==> config.mk <==
export PLATFORM = sky130hd
export DESIGN_NAME = mon2_trace_buffer_flat
export DESIGN_NICKNAME = d
export VERILOG_FILES = /design/src/rtl/mon2_pkg.sv /design/src/rtl/mon2_trace_buffer_if.sv /design/src/rtl/mon2_fifo.sv /design/src/rtl/mon2_trace_buffer.sv /design/src/flat_wrapper.sv
export SDC_FILE = /design/constraint.sdc
export NUM_CORES = 1
export LEC_CHECK = 0
export BUFFER_PORTS_ARGS = -buffer_cell sky130_fd_sc_hd__buf_2
export CAP_MARGIN = 20
export CELL_PAD_IN_SITES_DETAIL_PLACEMENT = 1
export CELL_PAD_IN_SITES_GLOBAL_PLACEMENT = 1
export CORE_ASPECT_RATIO = 1.75
export CORE_MARGIN = 1.5
export CORE_UTILIZATION = 30
export CTS_CLUSTER_DIAMETER = 40
export CTS_CLUSTER_SIZE = 10
export DETAILED_ROUTE_END_ITERATION = 7
export PLACE_DENSITY_LB_ADDON = 0.1
export SLEW_MARGIN = 10
export SYNTH_ARGS = -nofsm -noshare
export SYNTH_HDL_FRONTEND = slang
export SYNTH_SLANG_ARGS = --single-unit
==> constraint.sdc <==
create_clock -name CLK -period 8.8 [get_ports CLK]
set_clock_uncertainty 0.05 [all_clocks]
set_input_delay 0.88 -clock CLK [delete_from_list [all_inputs] [get_ports CLK]]
set_output_delay 0.88 -clock CLK [all_outputs]
set_load 0.01 [all_outputs]
==> src/rtl/mon2_pkg.sv <==
// mon2_pkg: shared types for the monitor-2 trace buffer.
//   - RISC-V major opcodes used for classification
//   - mon2_kind_e : record kind (other / load / store)
//   - mon2_rec_t  : 71-bit packed trace record {kind, dptr, addr, data}
//   - mon2_classify() : opcode -> record kind
package mon2_pkg;

  localparam logic [6:0] I_L_TYPE = 7'b0000011;
  localparam logic [6:0] S_TYPE   = 7'b0100011;

  typedef enum logic [1:0] {
    OTHER = 2'd0,
    LOAD  = 2'd1,
    STORE = 2'd2
  } mon2_kind_e;

  typedef struct packed {
    mon2_kind_e  kind;
    logic [4:0]  dptr;
    logic [31:0] addr;
    logic [31:0] data;
  } mon2_rec_t;

  function automatic mon2_kind_e mon2_classify(input logic [6:0] opcode);
    case (opcode)
      I_L_TYPE: return LOAD;
      S_TYPE:   return STORE;
      default:  return OTHER;
    endcase
  endfunction

endpackage

==> src/rtl/mon2_trace_buffer_if.sv <==
// mon2_trace_buffer_if: record stream from the trace buffer to its consumer.
//   OUT_VALID  head record available (source -> sink)
//   OUT_READY  sink accepts head record (sink -> source)
//   OUT_KIND   0 other, 1 load, 2 store
//   OUT_DPTR   recorded destination register
//   OUT_ADDR   recorded data address (0 for other)
//   OUT_DATA   load data / store data / writeback result
// master = record source (the trace buffer), slave = consumer.
interface mon2_trace_buffer_if;

  logic        OUT_VALID;
  logic        OUT_READY;
  logic [1:0]  OUT_KIND;
  logic [4:0]  OUT_DPTR;
  logic [31:0] OUT_ADDR;
  logic [31:0] OUT_DATA;

  modport master (
    output OUT_VALID, OUT_KIND, OUT_DPTR, OUT_ADDR, OUT_DATA,
    input  OUT_READY
  );

  modport slave (
    input  OUT_VALID, OUT_KIND, OUT_DPTR, OUT_ADDR, OUT_DATA,
    output OUT_READY
  );

endinterface

==> src/rtl/mon2_fifo.sv <==
// mon2_fifo: synchronous FIFO of mon2_rec_t records.
//   clk      clock, all updates on posedge
//   rst      synchronous active-high reset (pointers and count only)
//   i_push   write i_wdata at the tail (accepted if not full, or popping)
//   i_wdata  record to write
//   i_pop    consume the head (ignored while empty)
//   o_rdata  head record, read combinationally from storage
//   o_count  occupancy, 0..DEPTH
//   o_full   occupancy == DEPTH
//   o_empty  occupancy == 0
module mon2_fifo
  import mon2_pkg::*;
#(
  parameter int unsigned DEPTH = 16
) (
  input  logic                     clk,
  input  logic                     rst,
  input  logic                     i_push,
  input  mon2_rec_t                i_wdata,
  input  logic                     i_pop,
  output mon2_rec_t                o_rdata,
  output logic [$clog2(DEPTH):0]   o_count,
  output logic                     o_full,
  output logic                     o_empty
);

  localparam int unsigned AW = $clog2(DEPTH);
  localparam logic [AW-1:0] PTR_ONE  = AW'(1);
  localparam logic [AW:0]   CNT_ONE  = (AW+1)'(1);
  localparam logic [AW:0]   CNT_FULL = (AW+1)'(DEPTH);

  mon2_rec_t     r_mem [DEPTH];
  logic [AW-1:0] r_wr_ptr;
  logic [AW-1:0] r_rd_ptr;
  logic [AW:0]   r_count;

  logic w_push_ok;
  logic w_pop_ok;

  assign o_full    = (r_count == CNT_FULL);
  assign o_empty   = (r_count == '0);
  assign w_pop_ok  = i_pop && !o_empty;
  // A full FIFO still takes a push when the head leaves in the same cycle.
  assign w_push_ok = i_push && (!o_full || w_pop_ok);

  // NOTE: storage has no reset; only pointers/count define which entries are live.
  always_ff @(posedge clk) begin
    if (w_push_ok) r_mem[r_wr_ptr] <= i_wdata;
  end

  // NOTE: sequential state uses non-blocking assignments so every flop samples pre-edge values.
  always_ff @(posedge clk) begin
    if (rst) begin
      r_wr_ptr <= '0;
      r_rd_ptr <= '0;
      r_count  <= '0;
    end else begin
      // Pointers wrap modulo DEPTH because DEPTH is a power of two.
      if (w_push_ok) r_wr_ptr <= r_wr_ptr + PTR_ONE;
      if (w_pop_ok)  r_rd_ptr <= r_rd_ptr + PTR_ONE;
      case ({w_push_ok, w_pop_ok})
        2'b10:   r_count <= r_count + CNT_ONE;
        2'b01:   r_count <= r_count - CNT_ONE;
        default: r_count <= r_count;
      endcase
    end
  end

  assign o_rdata = r_mem[r_rd_ptr];
  assign o_count = r_count;

endmodule

==> src/rtl/mon2_trace_buffer.sv <==
// mon2_trace_buffer: captures one trace record per non-halted cycle from the
// darksocv monitor-2 bundle, buffers it, and streams it to a consumer.
//   CLK, RES          clock / synchronous active-high reset
//   EN, HLT           capture enable / core halt (no capture while halted)
//   XIDATA            instruction word; [6:0] selects load / store / other
//   DPTR              destination register index
//   DADDR             data byte address (window-checked for loads/stores)
//   LDATA/DATAO/RMDATA load result / store data / writeback result
//   out_if            record stream (master side)
//   COUNT             buffer occupancy
//   DROP_CNT          saturating count of records lost to a full buffer
//   WIN_ERR_CNT       saturating count of loads/stores outside [WIN_LO, WIN_HI]
//   WIN_ERR           sticky flag, set on the first window violation
module mon2_trace_buffer
  import mon2_pkg::*;
#(
  parameter int unsigned DEPTH  = 16,
  parameter int unsigned WIN_LO = 512,
  parameter int unsigned WIN_HI = 1023
) (
  input  logic                   CLK,
  input  logic                   RES,
  input  logic                   EN,
  input  logic                   HLT,
  input  logic [31:0]            XIDATA,
  input  logic [4:0]             DPTR,
  input  logic [31:0]            DADDR,
  input  logic [31:0]            LDATA,
  input  logic [31:0]            DATAO,
  input  logic [31:0]            RMDATA,
  mon2_trace_buffer_if.master    out_if,
  output logic [$clog2(DEPTH):0] COUNT,
  output logic [15:0]            DROP_CNT,
  output logic [15:0]            WIN_ERR_CNT,
  output logic                   WIN_ERR
);

  localparam logic [15:0] CNT_MAX = 16'hFFFF;

  logic        w_capture;
  mon2_kind_e  w_kind;
  logic        w_is_mem;
  logic [29:0] w_word;
  logic        w_win_viol;
  mon2_rec_t   w_rec;
  mon2_rec_t   w_head;
  logic        w_full;
  logic        w_empty;
  logic        w_pop;
  logic        w_push;
  logic        w_drop;
  logic        w_unused_bits;

  logic [15:0] r_drop_cnt;
  logic [15:0] r_win_err_cnt;
  logic        r_win_err;

  assign w_capture  = EN && !HLT && !RES;
  assign w_kind     = mon2_classify(XIDATA[6:0]);
  assign w_is_mem   = (w_kind != OTHER);
  assign w_word     = DADDR[31:2];
  assign w_win_viol = w_is_mem && ((w_word < 30'(WIN_LO)) || (w_word > 30'(WIN_HI)));

  // Only the opcode field and the word index matter here.
  assign w_unused_bits = ^{XIDATA[31:7], DADDR[1:0]};

  // NOTE: every field gets a default first so this block can never infer a latch.
  always_comb begin
    w_rec      = '0;
    w_rec.kind = w_kind;
    w_rec.dptr = DPTR;
    w_rec.addr = w_is_mem ? DADDR : 32'd0;
    case (w_kind)
      LOAD:    w_rec.data = LDATA;
      STORE:   w_rec.data = DATAO;
      default: w_rec.data = RMDATA;
    endcase
  end

  // Valid comes only from occupancy, so ready never feeds back into valid.
  assign w_pop  = !w_empty && out_if.OUT_READY;
  assign w_push = w_capture && (!w_full || w_pop);
  assign w_drop = w_capture && w_full && !w_pop;

  mon2_fifo #(
    .DEPTH (DEPTH)
  ) u_fifo (
    .clk     (CLK),
    .rst     (RES),
    .i_push  (w_push),
    .i_wdata (w_rec),
    .i_pop   (w_pop),
    .o_rdata (w_head),
    .o_count (COUNT),
    .o_full  (w_full),
    .o_empty (w_empty)
  );

  // Violations are counted on capture, independent of whether the record fits.
  always_ff @(posedge CLK) begin
    if (RES) begin
      r_drop_cnt    <= '0;
      r_win_err_cnt <= '0;
      r_win_err     <= 1'b0;
    end else begin
      if (w_drop && (r_drop_cnt != CNT_MAX)) r_drop_cnt <= r_drop_cnt + 16'd1;
      if (w_capture && w_win_viol) begin
        if (r_win_err_cnt != CNT_MAX) r_win_err_cnt <= r_win_err_cnt + 16'd1;
        r_win_err <= 1'b1;
      end
    end
  end

  assign DROP_CNT    = r_drop_cnt;
  assign WIN_ERR_CNT = r_win_err_cnt;
  assign WIN_ERR     = r_win_err;

  assign out_if.OUT_VALID = !w_empty;
  assign out_if.OUT_KIND  = w_head.kind;
  assign out_if.OUT_DPTR  = w_head.dptr;
  assign out_if.OUT_ADDR  = w_head.addr;
  assign out_if.OUT_DATA  = w_head.data;

endmodule

==> src/flat_wrapper.sv <==
// flat-port wrapper written by rule: the top's interface ports become plain ports
module mon2_trace_buffer_flat import mon2_pkg::*;
#(
  parameter int unsigned DEPTH  = 16,
  parameter int unsigned WIN_LO = 512,
  parameter int unsigned WIN_HI = 1023
)
  (CLK, RES, EN, HLT, XIDATA, DPTR, DADDR, LDATA, DATAO, RMDATA, COUNT, DROP_CNT, WIN_ERR_CNT, WIN_ERR, out_if_OUT_VALID, out_if_OUT_KIND, out_if_OUT_DPTR, out_if_OUT_ADDR, out_if_OUT_DATA, out_if_OUT_READY);
  mon2_trace_buffer_if out_if_i ();
  input  logic CLK;
  input  logic RES;
  input  logic EN;
  input  logic HLT;
  input  logic [31:0] XIDATA;
  input  logic [4:0] DPTR;
  input  logic [31:0] DADDR;
  input  logic [31:0] LDATA;
  input  logic [31:0] DATAO;
  input  logic [31:0] RMDATA;
  output logic [$clog2(DEPTH):0] COUNT;
  output logic [15:0] DROP_CNT;
  output logic [15:0] WIN_ERR_CNT;
  output logic WIN_ERR;
  output wire logic [$bits(out_if_i.OUT_VALID)-1:0] out_if_OUT_VALID;
  output wire logic [$bits(out_if_i.OUT_KIND)-1:0] out_if_OUT_KIND;
  output wire logic [$bits(out_if_i.OUT_DPTR)-1:0] out_if_OUT_DPTR;
  output wire logic [$bits(out_if_i.OUT_ADDR)-1:0] out_if_OUT_ADDR;
  output wire logic [$bits(out_if_i.OUT_DATA)-1:0] out_if_OUT_DATA;
  input wire logic [$bits(out_if_i.OUT_READY)-1:0] out_if_OUT_READY;
  assign out_if_OUT_VALID = out_if_i.OUT_VALID;
  assign out_if_OUT_KIND = out_if_i.OUT_KIND;
  assign out_if_OUT_DPTR = out_if_i.OUT_DPTR;
  assign out_if_OUT_ADDR = out_if_i.OUT_ADDR;
  assign out_if_OUT_DATA = out_if_i.OUT_DATA;
  assign out_if_i.OUT_READY = out_if_OUT_READY;
  mon2_trace_buffer #(.DEPTH(DEPTH), .WIN_LO(WIN_LO), .WIN_HI(WIN_HI)) u_core (.CLK(CLK), .RES(RES), .EN(EN), .HLT(HLT), .XIDATA(XIDATA), .DPTR(DPTR), .DADDR(DADDR), .LDATA(LDATA), .DATAO(DATAO), .RMDATA(RMDATA), .out_if(out_if_i), .COUNT(COUNT), .DROP_CNT(DROP_CNT), .WIN_ERR_CNT(WIN_ERR_CNT), .WIN_ERR(WIN_ERR));
endmodule
Word level (Yosys, flattened, before mapping)
Memory sizes are Yosys's and may differ from the RTL's. A register that Yosys moved wholly into a read port is not among the register bits.
Index checks and enable logic that the tools add are counted.
Widths: inputs -> output; s select.
{ "classes": {"eq_ne": 9, "reduce_logical": 23, "n_addsub": 6, "n_mux": 8, "magnitude_cmp": 2} }
{ "ops": {"columns": ["cell", "count"], "rows": [
  ["$pmux 32 s2", 1],
  ["$add 16x1->16 const B", 2],
  ["$mux 32", 1],
  ["$ne 16x16->1 const B", 2],
  ["$gt 30x10->1 const B", 1],
  ["$lt 30x10->1 const B", 1],
  ["$logic_and 1x1->1", 11],
  ["$pmux 5 s2", 1],
  ["$add 4x1->4 const B", 2],
  ["$mux 4", 2],
  ["$eq 7x2->1 const B", 1],
  ["$eq 7x6->1 const B", 1],
  ["$add 5x1->5 const B", 1],
  ["$eq 5x5->1 const B", 1],
  ["$logic_not 1->1", 5],
  ["$logic_not 5->1", 1],
  ["$sub 5x1->5 const B", 1],
  ["$eq 2x1->1 const B", 2],
  ["$eq 2x2->1 const B", 2],
  ["$pmux 2 s2", 1],
  ["$reduce_bool 2->1", 2],
  ["$logic_or 1x1->1", 3],
  ["$mux 1", 2],
  ["$reduce_and 2->1", 1]
]} }
{ "totals": {"output_inout_bits": 110, "elab_cells": 55, "ram_bits": 1136, "in_bits": 170, "mem_count": 1, "reg_bits": 46} }
{ "mem_list": {"columns": ["memory", "depth", "word_bits", "read_ports", "rd_ports_with_merged_regs", "wr", "line", "rtl"], "rows": [
  ["u_core.u_fifo.r_mem", 16, 71, 1, 1, 1, "mon2_fifo.sv:32", "mon2_rec_t r_mem [DEPTH];"]
]} }

Depth between registers and ports, before layout
{ "depth": {"depth_word": 8, "depth_mapped": 13, "ltp_nobuf": 11} }

Hierarchy
A second synthesis with hierarchy kept.
{ "unflattened": {"hier_cells": 2224, "hier_area_um2": 45964.1} }
{ "modules_own_cells": {"columns": ["mod", "seq_area_each_um2", "area_each_um2", "instances", "cells_per_inst"], "rows": [
  ["mon2_fifo", 34453.0, 43347.8, 1, 1860],
  ["mon2_trace_buffer", 660.6, 2616.3, 1, 364]
]} }

Worst setup path after synthesis
OpenSTA, ideal clock, no wires.
{ "synth_path": {"path_type": "input -> register", "from": "input HLT", "to": "memory u_core.u_fifo.r_mem[3][0] (netlist bit) (enable)", "path_slack_ps": 1406, "path_buffers": 0, "path_stages": 4, "required_ps": 8163, "t_arrival_ps": 6757, "setup_time_ps": 587, "path_cell_list": "or3b_1 -> a21oi_1 -> nand2_1 -> nor3_1"} }
{ "synth_between": {"elab_chain_len": 7} }
{ "synth_rtl": {"columns": ["item", "line", "rtl"], "rows": [
  ["start, declared", "flat_wrapper.sv:13", "input logic HLT;"],
  ["$logic_not 1->1", "mon2_trace_buffer.sv:58", "assign w_capture = EN && !HLT && !RES;"],
  ["$logic_and 1x1->1 (2 in a row)", "mon2_trace_buffer.sv:58", null],
  ["$logic_and 1x1->1", "mon2_trace_buffer.sv:82", "assign w_push = w_capture && (!w_full || w_pop);"],
  ["$logic_and 1x1->1", "mon2_fifo.sv:44", "assign w_push_ok = i_push && (!o_full || w_pop_ok);"],
  ["$mux 1", "mon2_fifo.sv:48", "if (w_push_ok) r_mem[r_wr_ptr] <= i_wdata;"],
  ["$mux 1 (not written as such)", "mon2_fifo.sv:48", null],
  ["end, declared", "mon2_fifo.sv:32", null]
]} }
Every way passes these cells.

==> impl_metrics.py <==
metrics = {
    "cells_and_area": {
        "instances_no_fill": 4496,
        "layout_common_cells": "edfxtp_1 (1136), mux4_2 (355), buf_2 (254), clkbuf_16 (153), buf_4 (77)",
        "area_growth_pct": 18.6,
        "layout_commonest_cell": "edfxtp_1",
        "fin_nets": 2603,
        "drive_above_1_share_pct": 36.8,
        "final_util_pct": 35.9,
    },
    "cts": {
        "post_cts_resized": 0,
        "tritoncts": "yes",
        "cts_made_buffers": 150,
        "root_buffer": "clkbuf_16",
        "cts.sinks": 1186,
        "clock_latency_ps": 760,
        "clk_pin_slew_ps": 50,
        "htreeDepth": 4,
        "post_cts_buffers": 0,
        "hold_buffers": 0,
        "cts_max_path_buffers": 3,
    },
    "sta": {
        "setup_viol": 0,
        "rsz0062_at_grt": "no",
        "final-hold-violation-count": 0,
        "final.setup.tns_ps": 0,
        "relSlewSlack_pct": 27.7,
        "min_period_ps": 5280,
        "slew_violations": 0,
        "fin_ws_ps": 3520,
        "max_freq_ghz": 0.189,
        "finalCritPeriodShare_pct": 60.0,
        "tightest_slew_ps": 1080,
    },
    "critical_path": {
        "timing.rr.end": "u_core.u_fifo.r_mem[1][65]",
        "worstPathArrival_ps": 4350,
        "critPathTopFamily": "buffers and inverters",
        "required_ps": 7870,
        "r2r_cells": 6,
        "rrSetupSlack_ps": 4930,
        "r2r_start": "u_core.u_fifo.o_count[1]",
        "crit_fanout": 45,
        "end_kind": "output port",
        "path_cells": "buf_4, buf_4, mux4_2, mux4_2, buf_2",
        "crit_buf_inv": 3,
        "start_kind": "flop",
        "path_class": "flop to output port",
        "cpMaxStageDelayCell": "buf_4",
        "slowest_delay_ps": 860,
    },
    "routing": {
        "firstDrtPassIters": 4,
        "routed_wl_um": 126000,
        "drcViolationCount": 0,
        "drtIter0Drc": 1390,
        "postRouteAntennaNets": 0,
        "avgViaCountPerCell": 4.97,
        "detail_route.wl_per_cell_um": 28.0,
        "vias": 22300,
    },
    "synthesis": {
        "yosysWarnings": 0,
        "synth_fa_ha_area_share_pct": 0.381,
        "synth.cell_area_um2": 46000,
        "muxShareOfSynthArea_pct": 17.5,
        "synth_edf_count": 1136,
        "synth_cells": 2041,
        "ys_async_sr_fraction_pct": 0,
        "synth_xor_area_share_pct": 0.419,
        "seq_area_frac_synth_pct": 76.3,
        "synth_top_family_by_area": "multiplexers",
        "synth-seq-cells": 1186,
        "synth_nets": 2225,
        "synthSimpleGateAreaFrac_pct": 2.43,
        "yosysUniqueCellTypes": 55,
        "synth_compound_area_share_pct": 1.79,
        "syn_avg_cell_area_um2": 22.5,
        "synth_flop_cell": "edfxtp_1",
    },
    "placed_design": {
        "place.gp.congestion": 0.719,
        "dp_slack_ps": 3750,
        "portBuffers": 254,
        "placed_cells": 4267,
        "place_hpwl_um": 67300,
    },
    "floorplan": {
        "ios": 280,
        "die_area_um2": 156000,
        "fp.dieH_um": 521,
        "initial_utilization_pct": 30.3,
        "core-area_um2": 152000,
        "fp-row-count": 189,
        "die-width_um": 299,
    },
    "pwr": {
        "powerDensity_nw_per_um2": 237,
        "p_leak_uw": 0.0162,
        "fin_total_pwr_uw": 13000,
        "irDropWorstVdd_uv": 193,
    },
    "worst_hold_path": {
        "min_path_type": "flop to flop",
        "min_from": "u_core.WIN_ERR",
        "hold_path_depth": 2,
        "hold_end": "u_core.WIN_ERR",
    },
    "global_routing": {
        "antenna_found_initial": 5,
        "grt_max_degree": 83,
        "grt_pass1_wl_um": 183000,
        "grt_pass1_vias": 25700,
        "grt_usage_pct": 16.5,
        "gr-total-overflow": 0,
    },
    "status": {
        "outcome": "completed",
    },
    "run": {
        "cap_viol_max_count": 0,
    },
}
## tightest hold or removal path, delay by kind of cell (launching register included)
family | cells | cell delay (ps)
DFF | 1 | 320
and+or+nand+nor | 2 | 130
## state kept, by name, summed over array words and instances, names as in the netlist, named ones only
register and flops:
u_core.DROP_CNT 16, u_core.WIN_ERR 1, u_core.WIN_ERR_CNT 16, u_core.u_fifo.o_count 5
u_core.u_fifo.r_mem 1136, u_core.u_fifo.r_rd_ptr 4, u_core.u_fifo.r_wr_ptr 4
## synth_stat cells (4+ instances only)
library cell / number / area [um^2]
edfxtp_1: 1136 / 34100
mux4_2: 355 / 8000
clkbuf_1: 76 / 285
nand2_1: 52 / 195
dfxtp_1: 50 / 1000
nor2_1: 50 / 188
o21ai_0: 37 / 185
nor2b_1: 36 / 225
a22oi_1: 33 / 248
buf_2: 30 / 150
a21oi_1: 17 / 85.1
nand3_1: 17 / 85.1
ha_1: 14 / 175
inv_1: 14 / 52.6
xnor2_1: 14 / 123
xor2_1: 8 / 70.1
nand4_1: 7 / 43.8
and3_1: 6 / 37.5
nor3_1: 6 / 30.0
nor4_1: 6 / 37.5
o41ai_1: 6 / 52.6
buf_1: 5 / 18.8
o31ai_1: 5 / 37.5
mux2i_1: 4 / 40.0
nand2b_1: 4 / 25.0
nor3b_1: 4 / 30.0
or4_1: 4 / 30.0
## per-layer routing
layer / part of all wire [%] / up-vias / global-route usage (%)
met5: 0.010 / - / 0
met4: 1.9 / 2 / 4.23
met3: 4.0 / 153 / 3.11
met2: 52 / 507 / 28.5
met1: 42 / 12300 / 21.1
li1: - / 9407 / -
## worst max-delay path by stage
stage,startpoint,end,cells after the start
after global placement,RES,u_core.u_fifo.r_mem[0][3],8
after global routing,flop,out_if_OUT_DATA[6],5
after detailed placement,RES,u_core.u_fifo.r_mem[3][39],8
after floorplan,HLT,u_core.u_fifo.r_mem[3][0],4
after CTS,flop,out_if_OUT_DATA[6],5
final,flop,out_if_OUT_DATA[6],5
## stage by stage
stage	instance area (um^2)	hold WS [ps]
global route	54600	411
CTS	54500	384
floorplan	46000	435
finish	54600	432
global placement	50100	405
detailed placement	50100	433
## cell type report
class                      instances  area [um^2]
fill                           14800        97300
antenna                            2         5.00
clock inverter                    46          490
timing repair buffer             337         1950
clock buffer                     176         3930
inverter                          14         52.6
multi-input combinational        730        10500
tap                             2005         2510
sequential                      1186        35100
## report_power, final
group / switching (uW) / total, uW / internal, uW
clock network: 2290 / 5640 / 3350
registers: 48.9 / 6230 / 6180
logic: 553 / 1090 / 537
## logic make-up (layout without fill, tap and decap cells)
logic type	count (synthesis)	after routing
AND/OR/NAND/NOR	212	212
multiplexers	362	362
XOR/XNOR	22	22
flip-flops	1186	1186
other	0	2
adder cells (fa/ha/maj)	14	14
AO/OA/AOI/OAI	120	120
buffers and inverters	125	573
Power figures use the tool's default switching activity.
